===== config.mk =====
export PLATFORM = sky130hd
export DESIGN_NAME = ms_slave
export DESIGN_NICKNAME = d
export VERILOG_FILES = /design/src/rtl/ms_pkg.sv /design/src/rtl/ms_slave_regfile.sv /design/src/rtl/ms_slave.sv
export SDC_FILE = /design/constraint.sdc
export NUM_CORES = 1
export LEC_CHECK = 0
export BUFFER_PORTS_ARGS = -buffer_cell sky130_fd_sc_hd__buf_2
export CAP_MARGIN = 20
export CELL_PAD_IN_SITES_DETAIL_PLACEMENT = 0
export CELL_PAD_IN_SITES_GLOBAL_PLACEMENT = 1
export CORE_MARGIN = 2
export CORE_UTILIZATION = 44
export CTS_CLUSTER_SIZE = 24
export DETAILED_ROUTE_END_ITERATION = 7
export PLACE_DENSITY_LB_ADDON = 0.05
export SLEW_MARGIN = 10
export SYNTH_ARGS = -nofsm -noshare
export SYNTH_HDL_FRONTEND = slang
export SYNTH_SLANG_ARGS = --single-unit
export TNS_END_PERCENT = 50

===== constraint.sdc =====
create_clock -name clk -period 2.3 [get_ports clk]
set_input_delay 0.23 -clock clk [delete_from_list [all_inputs] [get_ports clk]]
set_output_delay 0.23 -clock clk [all_outputs]
set_load 0.02 [all_outputs]

===== src/rtl/ms_pkg.sv =====
// ms_pkg: definitions shared by both ends of the ms_if address/data link.
//   ms_slave_state_e : responder handshake FSM states
//   MS_AW / MS_DW    : default address and data widths used by initiator and responder
package ms_pkg;

  typedef enum logic [1:0] {
    S_INIT  = 2'd0,
    S_READY = 2'd1,
    S_WAIT  = 2'd2
  } ms_slave_state_e;

  localparam int MS_AW = 2;
  localparam int MS_DW = 8;

endpackage : ms_pkg


===== src/rtl/ms_slave_regfile.sv =====
// ms_slave_regfile: 2**AW x DW register file with one write port and one
// registered read port (1-cycle latency, read-before-write on collision).
// Ports:
//   clk, rstn      clock, synchronous active-low reset (clears storage and read data)
//   we/waddr/wdata write port
//   raddr/rdata    read port, rdata registered
module ms_slave_regfile
  import ms_pkg::*;
#(
  parameter int AW = MS_AW,
  parameter int DW = MS_DW
) (
  input  logic          clk,
  input  logic          rstn,
  input  logic          we,
  input  logic [AW-1:0] waddr,
  input  logic [DW-1:0] wdata,
  input  logic [AW-1:0] raddr,
  output logic [DW-1:0] rdata
);

  localparam int DEPTH = 2 ** AW;

  logic [DW-1:0] regs [DEPTH];
  logic [DW-1:0] rdata_reg;

  // Reset has priority, so a write presented while rstn is low is dropped.
  // The read samples the array before this edge's write lands, giving
  // old data when raddr == waddr.
  always_ff @(posedge clk) begin
    if (!rstn) begin
      for (int i = 0; i < DEPTH; i++) begin
        regs[i] <= '0;
      end
      rdata_reg <= '0;
    end else begin
      rdata_reg <= regs[raddr];
      if (we) begin
        regs[waddr] <= wdata;
      end
    end
  end

  assign rdata = rdata_reg;

endmodule : ms_slave_regfile


===== src/rtl/ms_slave.sv =====
// ms_slave: responder end of the ms_if link.
// Accepts addr/data at every edge where the registered sready is high,
// stores data into a register file, checks data == previous address * 4,
// and inserts wait_cfg sready-low cycles after each accepted transfer.
// Ports:
//   clk, rstn            clock, synchronous active-low reset
//   addr, data           transfer from the initiator
//   sready               registered accept strobe
//   wait_cfg             wait states after each transfer (sampled live)
//   rd_addr, rd_data     register file read port, 1-cycle latency
//   xfer_cnt, err_cnt    saturating transfer / mismatch counters
//   data_err             sticky mismatch flag
module ms_slave
  import ms_pkg::*;
#(
  parameter int AW = MS_AW,
  parameter int DW = MS_DW,
  parameter int WW = 4,
  parameter int CW = 16
) (
  input  logic          clk,
  input  logic          rstn,
  input  logic [AW-1:0] addr,
  input  logic [DW-1:0] data,
  output logic          sready,
  input  logic [WW-1:0] wait_cfg,
  input  logic [AW-1:0] rd_addr,
  output logic [DW-1:0] rd_data,
  output logic [CW-1:0] xfer_cnt,
  output logic [CW-1:0] err_cnt,
  output logic          data_err
);

  localparam logic [CW-1:0] CNT_MAX = {CW{1'b1}};

  ms_slave_state_e state_reg, state_next;
  logic [WW-1:0]   wcnt_reg, wcnt_next;
  logic            sready_reg;
  logic [AW-1:0]   last_addr_reg;
  logic [CW-1:0]   xfer_cnt_reg;
  logic [CW-1:0]   err_cnt_reg;
  logic            data_err_reg;

  logic            accept;
  logic [DW-1:0]   exp_data;
  logic            mismatch;

  // The registered sready is the only acceptance qualifier.
  assign accept   = sready_reg;
  assign exp_data = DW'(last_addr_reg) << 2;
  assign mismatch = accept && (data != exp_data);

  always_comb begin
    state_next = state_reg;
    wcnt_next  = wcnt_reg;
    unique case (state_reg)
      S_INIT: begin
        state_next = S_READY;
      end
      S_READY: begin
        if (wait_cfg != '0) begin
          state_next = S_WAIT;
          wcnt_next  = WW'(1);
        end
      end
      S_WAIT: begin
        // >= so that lowering wait_cfg mid-wait exits on the next edge.
        if (wcnt_reg >= wait_cfg) begin
          state_next = S_READY;
        end else begin
          wcnt_next = wcnt_reg + WW'(1);
        end
      end
      default: begin
        state_next = S_INIT;
      end
    endcase
  end

  always_ff @(posedge clk) begin
    if (!rstn) begin
      state_reg     <= S_INIT;
      wcnt_reg      <= '0;
      sready_reg    <= 1'b0;
      last_addr_reg <= '0;
      xfer_cnt_reg  <= '0;
      err_cnt_reg   <= '0;
      data_err_reg  <= 1'b0;
    end else begin
      state_reg  <= state_next;
      wcnt_reg   <= wcnt_next;
      sready_reg <= (state_next == S_READY);
      if (accept) begin
        last_addr_reg <= addr;
        if (xfer_cnt_reg != CNT_MAX) begin
          xfer_cnt_reg <= xfer_cnt_reg + CW'(1);
        end
      end
      if (mismatch) begin
        data_err_reg <= 1'b1;
        if (err_cnt_reg != CNT_MAX) begin
          err_cnt_reg <= err_cnt_reg + CW'(1);
        end
      end
    end
  end

  ms_slave_regfile #(
    .AW(AW),
    .DW(DW)
  ) u_regfile (
    .clk   (clk),
    .rstn  (rstn),
    .we    (accept),
    .waddr (addr),
    .wdata (data),
    .raddr (rd_addr),
    .rdata (rd_data)
  );

  assign sready   = sready_reg;
  assign xfer_cnt = xfer_cnt_reg;
  assign err_cnt  = err_cnt_reg;
  assign data_err = data_err_reg;

endmodule : ms_slave


==> results.py, run 1 <==
metrics = {
    "yosys": {
        "ys_seq_area_share_pct": 52.6,
        "synth.cell_area_sq_um": 3730,
        "async_flop_share_pct": 0,
        "synth_edf_count": 32,
        "netlist_instances": 348,
        "ys.flop_type": "dfxtp_1",
        "synth-seq-cells": 82,
        "ys_warn_count": 0,
        "yosysUniqueCellTypes": 45,
        "synth.largest_area_cell": "dfxtp_1",
        "netlist.area_leader.share_pct": 26.8,
        "synth_fp_nets": 373,
        "avgSynthCellArea_sq_um": 10.7,
        "synth.area.top_cells": "dfxtp_1, edfxtp_1, and2_1, mux4_2, nor2_1",
    },
    "power": {
        "pwr-share-comb_pct": 10.1,
        "power_density_nw_per_um2": 679,
        "power_frac_seq_pct": 54.1,
        "intPower_mw": 2.20,
        "p_leak_nw": 1.78,
        "clkPwrFrac_pct": 35.8,
        "swShare_pct": 25.8,
        "p_sw_mw": 0.767,
        "ir_worst_vdd_v": 0.000351,
    },
    "floorplan": {
        "num_rows": 33,
        "start_util_pct": 45.4,
        "pin_count": 60,
        "die-area_sq_um": 9240,
        "die_w_um": 96.1,
        "die_height_um": 96.1,
        "core_sq_um": 8220,
    },
    "clock_network": {
        "hold_buffers": 0,
        "clk_pin_slew_ns": 0.09,
        "clock_latency_ns": 0.35,
        "clk_path_buf_depth": 2,
        "post_cts_resized": 0,
        "numCtsBuffers": 9,
        "cts_tree": "yes",
        "htreeDepth": 3,
        "cts_sinks": 82,
        "clockRootBuffer": "clkbuf_8",
        "post_cts_buffers": 0,
    },
    "timing": {
        "finClkSkew_ns": 0.0125,
        "worstMarginPinSlew_ns": 0.574,
        "fin_crit_ns": 1.94,
        "tns_ns": 0,
        "setup_slack_ns": 0.356,
        "hold_viol": 0,
        "maxSlewViolCount": 0,
        "fin_crit_sh_pct": 84.5,
        "clock.fmax_mhz": 514,
        "finalSetupViolations": 0,
        "slew-limit-headroom_pct": 61.4,
        "rsz0062_at_grt": "no",
    },
    "grt": {
        "grt_pass1_vias": 2620,
        "grt_use_total_pct": 18.5,
        "grt_overflow": 0,
        "grt_pass1_wl_mm": 13.1,
        "antenna_found_initial": 0,
        "grt_start_max_net_pins": 43,
    },
    "critical_path": {
        "worst-path-buf-inv": 0,
        "worstSetupEndpoint": "err_cnt[3]",
        "worstSetupPathType": "reg2reg",
        "slowest_delay_ns": 0.46,
        "cp_max_fo": 7,
        "crit_start": "err_cnt[0]",
        "r2r_cells": 6,
        "end_kind": "flop",
        "r2r-end": "err_cnt[3]",
        "path_cells": "ha_1 -> nand2_1 -> nor4_1 -> a21boi_2 -> and4_1 -> mux2i_1",
        "critical_path_arrival_ns": 2.19,
        "crit_path_top_delay_cell": "nor4_1",
        "critical_path_depth": 6,
        "critical_path.top_delay_family": "simple AND/OR/NAND/NOR gates",
        "rr_startpoint": "err_cnt[0]",
        "critPathLaunchType": "flop",
        "required_ns": 2.55,
        "reg2reg_slack_ns": 0.36,
    },
    "drt": {
        "post_drt_wl_per_cell_um": 15.2,
        "drtIter0Drc": 124,
        "drcViolationCount": 0,
        "via_per_inst": 5.35,
        "dr.pass1.iters": 4,
        "ant_nets": 0,
        "wl_mm": 7.96,
        "vias": 2805,
    },
    "finish": {
        "fin_area_sq_um": 4370,
        "final_cells": 524,
        "final_cell_mix": "buf_2, dfxtp_1, edfxtp_1",
        "largest_reg_flops": 32,
        "diodes": 0,
        "layout.nets": 439,
        "final_common_cell": "buf_2",
        "syn2layout_area_growth_pct": 17.2,
        "n_fill_cell": 754,
        "drive_gt1_share_pct": 23.9,
    },
    "min_path": {
        "hold_class": "in2reg",
        "hold_start": "data[5]",
    },
    "placement": {
        "gp_congestion": 0.785,
        "place_ws_ns": 0.372,
        "placed_area_sq_um": 4170,
        "hpwl_mm": 5.37,
        "portBuffers": 59,
        "dp.cells": 508,
    },
    "flow_run": {
        "max_cap_violations": 0,
    },
    "run_status": {
        "status": "finished, final reports clean",
    },
}
==> power by group through the flow <==
| stage | clock network [mW] | registers (mW) | logic [mW] |
|---|---|---|---|
| finish | 1.06 | 1.61 | 0.300 |
| global route | 1.16 | 1.62 | 0.331 |
| CTS | 1.09 | 1.61 | 0.303 |
| detailed placement | 0 | 1.64 | 0.301 |
| global placement | 0 | 1.64 | 0.300 |
| floorplan | 0 | 1.66 | 0.171 |
==> worst min path at each step <==
stage / end / cells after the start / slack (ns)
2_1_floorplan: last_addr_reg[1] / 2 / 0.38
3_3_place_gp: data_err / 2 / 0.46
3_5_place_dp: data_err / 2 / 0.46
4_1_cts: u_regfile.regs[1][5] / 2 / 0.20
5_1_grt: u_regfile.regs[0][5] / 2 / 0.21
6_report: u_regfile.regs[1][5] / 2 / 0.21
==> cell usage after synthesis (11+ instances only) <==
master and number:
a21oi_1 12, nor2_1 27, dfxtp_1 50, clkbuf_1 11, nand2_1 25, and2_1 29
edfxtp_1 32, o21ai_0 12, nand3_1 16, nand4_1 12
==> metrics by stage <==
stage	utilization, %	total power, mW	hold slack (ns)
final	53.2	2.97	0.215
after floorplan	-	1.83	0.377
after global placement	50.8	1.94	0.462
after detailed placement	50.8	1.94	0.462
after global routing	53.2	3.11	0.209
after CTS	53.2	3.00	0.197
==> layout make-up <==
| class | instances | area, sq um | share of cell area, % |
|---|---|---|---|
| Tap cell | 105 | 131 | 3.00 |
| Sequential cell | 82 | 1960 | 44.9 |
| Clock buffer | 9 | 124 | 2.83 |
| Inverter | 10 | 37.5 | 0.858 |
| Multi-Input combinational cell | 243 | 1680 | 38.4 |
| Timing Repair Buffer | 68 | 363 | 8.30 |
| Clock inverter | 7 | 76.3 | 1.75 |
==> cells by family (layout without fill, tap and decap cells) <==
| family | count (synthesis) | after routing | share of synthesized area [%] |
|---|---|---|---|
| xor+xnor | 16 | 16 | 3.75 |
| mux | 17 | 17 | 7.24 |
| flops | 82 | 82 | 52.6 |
| compound gates | 39 | 39 | 7.38 |
| simple gates | 164 | 164 | 24.3 |
| buf+inv | 23 | 94 | 2.45 |
| fa+ha+maj | 7 | 7 | 2.35 |
==> per-layer routing <==
metal | up-vias | share of wire [%] | GRT usage, %
met2 | 67 | 47 | 29.7
met4 | 0 | 1.3 | 6.67
met3 | 9 | 4.9 | 3.68
met5 | - | 0 | 0
li1 | 1399 | - | -
met1 | 1330 | 47 | 24.9
Power figures use the tool's default switching activity.
==> inputs of run 2 (changes only) <==
--- a/config.mk
+++ b/config.mk
@@ -5,12 +5,13 @@
 export SDC_FILE = /design/constraint.sdc
 export NUM_CORES = 1
 export LEC_CHECK = 0
+export ABC_AREA = 1
 export BUFFER_PORTS_ARGS = -buffer_cell sky130_fd_sc_hd__buf_2
 export CAP_MARGIN = 20
 export CELL_PAD_IN_SITES_DETAIL_PLACEMENT = 0
 export CELL_PAD_IN_SITES_GLOBAL_PLACEMENT = 1
 export CORE_MARGIN = 2
-export CORE_UTILIZATION = 44
+export CORE_UTILIZATION = 38
 export CTS_CLUSTER_SIZE = 24
 export DETAILED_ROUTE_END_ITERATION = 7
 export PLACE_DENSITY_LB_ADDON = 0.05
==> constraint.sdc (replaced) <==
create_clock -name clk -period 1.7 [get_ports clk]
set_input_delay 0.17 -clock clk [delete_from_list [all_inputs] [get_ports clk]]
set_output_delay 0.17 -clock clk [all_outputs]
set_load 0.02 [all_outputs]
==> results.py, run 2 <==
metrics = {
    "grt": {
        "grt_pass1_wl_mm": 16.8,
        "antenna_found_initial": 0,
        "grt_pass1_vias": 3422,
        "grt_overflow": 0,
        "grt_start_max_net_pins": 43,
        "grt_use_total_pct": 18.5,
    },
    "power": {
        "p_leak_nw": 2.13,
        "power.total_mw": 4.06,
        "power_density_nw_per_um2": 818,
        "ir_worst_vdd_v": 0.000302,
    },
    "timing": {
        "slew-limit-headroom_pct": 74.9,
        "clock.fmax_mhz": 648,
        "maxSlewViolCount": 0,
        "hold_viol": 0,
        "fin_crit_sh_pct": 90.8,
        "finalSetupViolations": 0,
        "finClkSkew_ns": 0.00643,
        "worstMarginPinSlew_ns": 0.376,
        "rsz0062_at_grt": "no",
        "fin_crit_ns": 1.54,
        "setup_slack_ns": 0.156,
    },
    "finish": {
        "final_cell_mix": "nand2_1, nor2_1, buf_2",
        "layout.nets": 649,
        "multi_input_area_sq_um": 1940,
        "diodes": 0,
        "drive_gt1_share_pct": 20.7,
        "final_common_cell": "nand2_1",
        "syn2layout_area_growth_pct": 18.6,
        "seqCellArea_sq_um": 1960,
        "largest_reg_flops": 32,
        "n_fill_cell": 1103,
    },
    "floorplan": {
        "pin_count": 60,
        "die_w_um": 109,
        "core_sq_um": 10800,
        "num_rows": 38,
        "start_util_pct": 38.8,
        "die-area_sq_um": 11900,
        "die_height_um": 109,
    },
    "yosys": {
        "synth.largest_area_cell": "dfxtp_1",
        "ys_seq_area_share_pct": 46.8,
        "avgSynthCellArea_sq_um": 7.72,
        "synth.cell_area_sq_um": 4190,
        "yosysUniqueCellTypes": 35,
        "netlist.area_leader.share_pct": 23.9,
        "ys_warn_count": 0,
        "synth-seq-cells": 82,
        "ys.flop_type": "dfxtp_1",
        "synth_edf_count": 32,
        "synth_fp_nets": 568,
        "netlist_instances": 543,
        "synthTopCellsByCount": "nand2_1, nor2_1, dfxtp_1, inv_1",
        "synth.most_common_cell": "nand2_1",
        "synth.area.top_cells": "dfxtp_1, edfxtp_1, nand2_1, nor2_1, inv_1",
        "async_flop_share_pct": 0,
    },
    "clock_network": {
        "cts_sinks": 82,
        "clock_latency_ns": 0.34,
        "numCtsBuffers": 9,
        "clockRootBuffer": "clkbuf_8",
        "clk_pin_slew_ns": 0.08,
        "cts_tree": "yes",
        "clk_path_buf_depth": 2,
        "htreeDepth": 3,
    },
    "drt": {
        "drtIter0Drc": 233,
        "post_drt_wl_per_cell_um": 13.5,
        "drcViolationCount": 0,
        "wl_mm": 10.4,
        "ant_nets": 0,
        "dr.pass1.iters": 5,
        "vias": 3673,
        "via_per_inst": 4.78,
    },
    "critical_path": {
        "critical_path_arrival_ns": 1.82,
        "slowest_delay_ns": 0.41,
        "cp_max_fo": 12,
        "critical_path.top_delay_family": "flip-flops",
        "worst-path-buf-inv": 2,
        "required_ns": 1.98,
        "end_kind": "flop",
        "worstSetupPathType": "reg2reg",
        "crit_path_top_delay_cell": "dfxtp_1",
        "path_cells": "ha_1 -> nand3_1 -> inv_2 -> nand3_4 -> a21boi_4 -> buf_12 -> nand2_1 -> a21oi_1",
        "critPathLaunchType": "flop",
    },
    "run_status": {
        "status": "finished, final reports clean",
    },
    "placement": {
        "hpwl_mm": 7.64,
        "portBuffers": 59,
        "place_ws_ns": -0.0125,
        "gp_congestion": 0.779,
    },
    "min_path": {
        "hold_class": "in2reg",
    },
    "flow_run": {
        "max_cap_violations": 0,
    },
}
[run 2: where the power goes]
part           internal (mW)  switching (mW)  total, mW  leakage, nW
registers               2.13          0.0425       2.17        0.739
clock network          0.672           0.671       1.34       0.0918
logic                  0.185           0.362      0.547         1.30
total                   2.99            1.08       4.06         2.13
[run 2: path summary, 6_finish.rpt]
kind,start,cells after the start,endpoint,slack [ns]
worst min-delay path,addr[0],3,last_addr_reg[0],0.17
worst min register to register,data_err,2,data_err,0.48
worst max register to register,xfer_cnt[1],8,xfer_cnt[11],0.16
worst max-delay path,xfer_cnt[1],8,xfer_cnt[11],0.16
[run 2: what timing repair did]
action | CTS | global route
hold buffers | 0 | 0
pin swaps | 0 | 1
resized for setup | 1 | 2
setup endpoints to repair | 8 | 9
buffers inserted | 0 | 2
[run 2: final cells by class]
cell class,count,share of cell area (%)
Clock inverter,4,0.881
Inverter,52,3.93
Clock buffer,12,2.72
Tap cell,140,3.52
Timing Repair Buffer,85,10.4
Sequential cell,82,39.5
Multi-Input combinational cell,394,39.1
[run 2: kinds of logic (layout without fill, tap and decap cells)]
| group | count (synthesis) | count (layout) | share of synthesized area [%] |
|---|---|---|---|
| AND/OR/NAND/NOR | 302 | 302 | 31.0 |
| adder cells (fa/ha/maj) | 7 | 7 | 2.09 |
| buffers and inverters | 67 | 153 | 7.08 |
| flip-flops | 82 | 82 | 46.8 |
| AO/OA/AOI/OAI | 68 | 68 | 9.44 |
| XOR/XNOR | 17 | 17 | 3.55 |
[run 2: worst reg2reg max path: stages (launching register included)]
cell and delay, ns:
dfxtp_1 0.41, ha_1 0.19, nand3_1 0.14, inv_2 0.11
nand3_4 0.08, a21boi_4 0.20, buf_12 0.15, nand2_1 0.05
a21oi_1 0.14
[run 2: per-stage QoR]
stage / setup TNS, ns / instances / util, % / hold WS, ns / area, sq um
floorplan: 0 / 543 / - / 0.323 / 4190
global placement: 0 / 751 / 44.0 / 0.474 / 4750
detailed placement: -0.0481 / 751 / 44.0 / 0.471 / 4750
CTS: 0 / 767 / 45.7 / 0.146 / 4940
global route: 0 / 769 / 46.1 / 0.175 / 4970
finish: 0 / 769 / 46.1 / 0.165 / 4970
[run 2: routing by layer]
layer / wire [um] / GRT usage [%] / vias to the layer above / share of wire (%)
met5: 0 / 0 / - / 0
met4: 124 / 5.68 / 0 / 1.2
met3: 431 / 3.47 / 10 / 4.1
met2: 4800 / 30.3 / 71 / 46
met1: 5050 / 24.8 / 1682 / 49
li1: - / - / 1910 / -
==> inputs of run 3 (changes only) <==
--- a/config.mk
+++ b/config.mk
@@ -11,9 +11,10 @@
 export CELL_PAD_IN_SITES_DETAIL_PLACEMENT = 0
 export CELL_PAD_IN_SITES_GLOBAL_PLACEMENT = 1
 export CORE_MARGIN = 2
-export CORE_UTILIZATION = 38
+export CORE_UTILIZATION = 40
 export CTS_CLUSTER_SIZE = 24
 export DETAILED_ROUTE_END_ITERATION = 7
+export GPL_TIMING_DRIVEN = 0
 export PLACE_DENSITY_LB_ADDON = 0.05
 export SLEW_MARGIN = 10
 export SYNTH_ARGS = -nofsm -noshare
==> constraint.sdc (replaced) <==
create_clock -name clk -period 1.5 [get_ports clk]
set_input_delay 0.15 -clock clk [delete_from_list [all_inputs] [get_ports clk]]
set_output_delay 0.15 -clock clk [all_outputs]
set_load 0.02 [all_outputs]
==> results.py, run 3 (same netlist as run 2, synthesis figures left out) <==
metrics = {
    "run_status": {
        "status": "finished, final reports clean",
    },
    "finish": {
        "layout.nets": 658,
        "seqCellArea_sq_um": 2020,
        "fin_area_sq_um": 5300,
        "final_common_cell": "nand2_1",
        "diodes": 0,
        "multi_input_area_sq_um": 2160,
        "drive_gt1_share_pct": 30.6,
        "n_fill_cell": 1059,
        "syn2layout_area_growth_pct": 26.5,
        "largest_reg_flops": 32,
        "final_cell_mix": "nand2_1, nor2_1, buf_2",
    },
    "critical_path": {
        "worst-path-buf-inv": 2,
        "critical_path.top_delay_family": "simple AND/OR/NAND/NOR gates",
        "slowest_delay_ns": 0.40,
        "critical_path_arrival_ns": 1.50,
        "rr_startpoint": "sready",
        "cp_max_fo": 10,
        "worstSetupPathType": "reg2reg",
        "end_kind": "flop",
        "critPathLaunchType": "flop",
        "crit_start": "sready",
        "required_ns": 1.56,
        "path_cells": "buf_8 -> nand2_1 -> inv_2 -> nand3_4 -> nand2_8",
        "crit_path_top_delay_cell": "dfxtp_1",
    },
    "clock_network": {
        "clk_path_buf_depth": 2,
        "cts_tree": "yes",
        "cts_sinks": 82,
        "clock_latency_ns": 0.36,
        "clockRootBuffer": "clkbuf_8",
        "clk_pin_slew_ns": 0.09,
        "numCtsBuffers": 9,
        "hold_buffers": 0,
        "htreeDepth": 3,
    },
    "floorplan": {
        "core_sq_um": 10200,
        "num_rows": 37,
        "pin_count": 60,
        "die-area_sq_um": 11300,
        "die_w_um": 106,
        "die_height_um": 106,
        "start_util_pct": 41.0,
    },
    "timing": {
        "fin_crit_sh_pct": 95.7,
        "hold_viol": 0,
        "fin_crit_ns": 1.44,
        "slew-limit-headroom_pct": 29.5,
        "rsz0062_at_grt": "yes",
        "finalSetupViolations": 0,
        "setup_slack_ns": 0.0638,
        "clock.fmax_mhz": 696,
        "maxSlewViolCount": 0,
        "finClkSkew_ns": 0.0167,
        "worstMarginPinSlew_ns": 1.06,
    },
    "drt": {
        "vias": 3747,
        "drtIter0Drc": 164,
        "ant_nets": 0,
        "post_drt_wl_per_cell_um": 13.8,
        "dr.pass1.iters": 4,
        "drcViolationCount": 0,
        "wl_mm": 10.7,
        "via_per_inst": 4.84,
    },
    "min_path": {
        "hold_class": "in2reg",
        "hold_start": "rstn",
    },
    "grt": {
        "grt_use_total_pct": 19.3,
        "grt_overflow": 0,
        "antenna_found_initial": 0,
        "grt_pass1_vias": 3457,
        "grt_start_max_net_pins": 16,
        "grt_pass1_wl_mm": 17.1,
    },
    "placement": {
        "portBuffers": 57,
        "placed_area_sq_um": 4660,
        "gp_congestion": 0.788,
        "place_ws_ns": -0.211,
        "hpwl_mm": 7.59,
    },
    "power": {
        "swShare_pct": 29.6,
        "p_leak_nw": 2.16,
        "p_sw_mw": 1.40,
        "intPower_mw": 3.34,
        "pwr-share-comb_pct": 16.3,
        "ir_worst_vdd_v": 0.000433,
        "power_density_nw_per_um2": 895,
        "power_frac_seq_pct": 52.1,
        "clkPwrFrac_pct": 31.6,
        "power.total_mw": 4.74,
    },
    "flow_run": {
        "max_cap_violations": 0,
    },
}
[run 3: worst reg2reg max path: cells and delay by family (launching register included)]
kind / cells / cell delay (ns)
buffers and inverters: 2 / 0.32
and+or+nand+nor: 3 / 0.42
DFF: 1 / 0.40
[run 3: final cells by class]
| cell class | count | area share (%) |
|---|---|---|
| clock buffer | 10 | 2.41 |
| buffer | 15 | 2.12 |
| inverter | 52 | 3.68 |
| clock inverter | 6 | 0.968 |
| tap | 136 | 3.21 |
| multi-input combinational | 394 | 40.7 |
| timing repair buffer | 79 | 8.80 |
| sequential | 82 | 38.1 |
[run 3: what timing repair did]
item / in CTS / in global routing
pin swaps: 4 / 10
setup buffers: 2 / 19
cloned: 1 / 0
setup endpoints to repair: 53 / 57
gates resized for setup: 25 / 58
[run 3: per-layer routing]
layer / GRT usage [%] / routed length (um)
met1: 26.1 / 5100
met2: 31.8 / 4990
met3: 2.58 / 453
met4: 6.58 / 153
met5: 0 / 0
[run 3: final timing paths]
path,end,slack [ns],depth (start not counted)
worst max-delay path,u_regfile.regs[1][1],0.06,5
worst min-delay path,sready,0.10,2
worst max register to register,u_regfile.regs[1][1],0.06,5
worst min register to register,data_err,0.48,2
[run 3: through the flow]
step / instances / util [%] / setup TNS [ns] / hold slack (ns)
finish: 774 / 51.8 / 0 / 0.103
CTS: 755 / 48.5 / -1.02 / 0.101
detailed placement: 736 / 45.6 / -6.84 / 0.477
global route: 774 / 51.8 / -0.0501 / 0.115
floorplan: 543 / - / -0.180 / 0.303
global placement: 736 / 45.6 / -6.55 / 0.467
[run 3: power by group through the flow]
stage | Clock [mW] | Sequential (mW) | Combinational (mW)
after detailed placement | 0 | 2.54 | 0.591
after global placement | 0 | 2.53 | 0.587
final | 1.50 | 2.47 | 0.774
after global routing | 1.61 | 2.48 | 0.856
after CTS | 1.54 | 2.49 | 0.654
after floorplan | 0 | 2.56 | 0.360
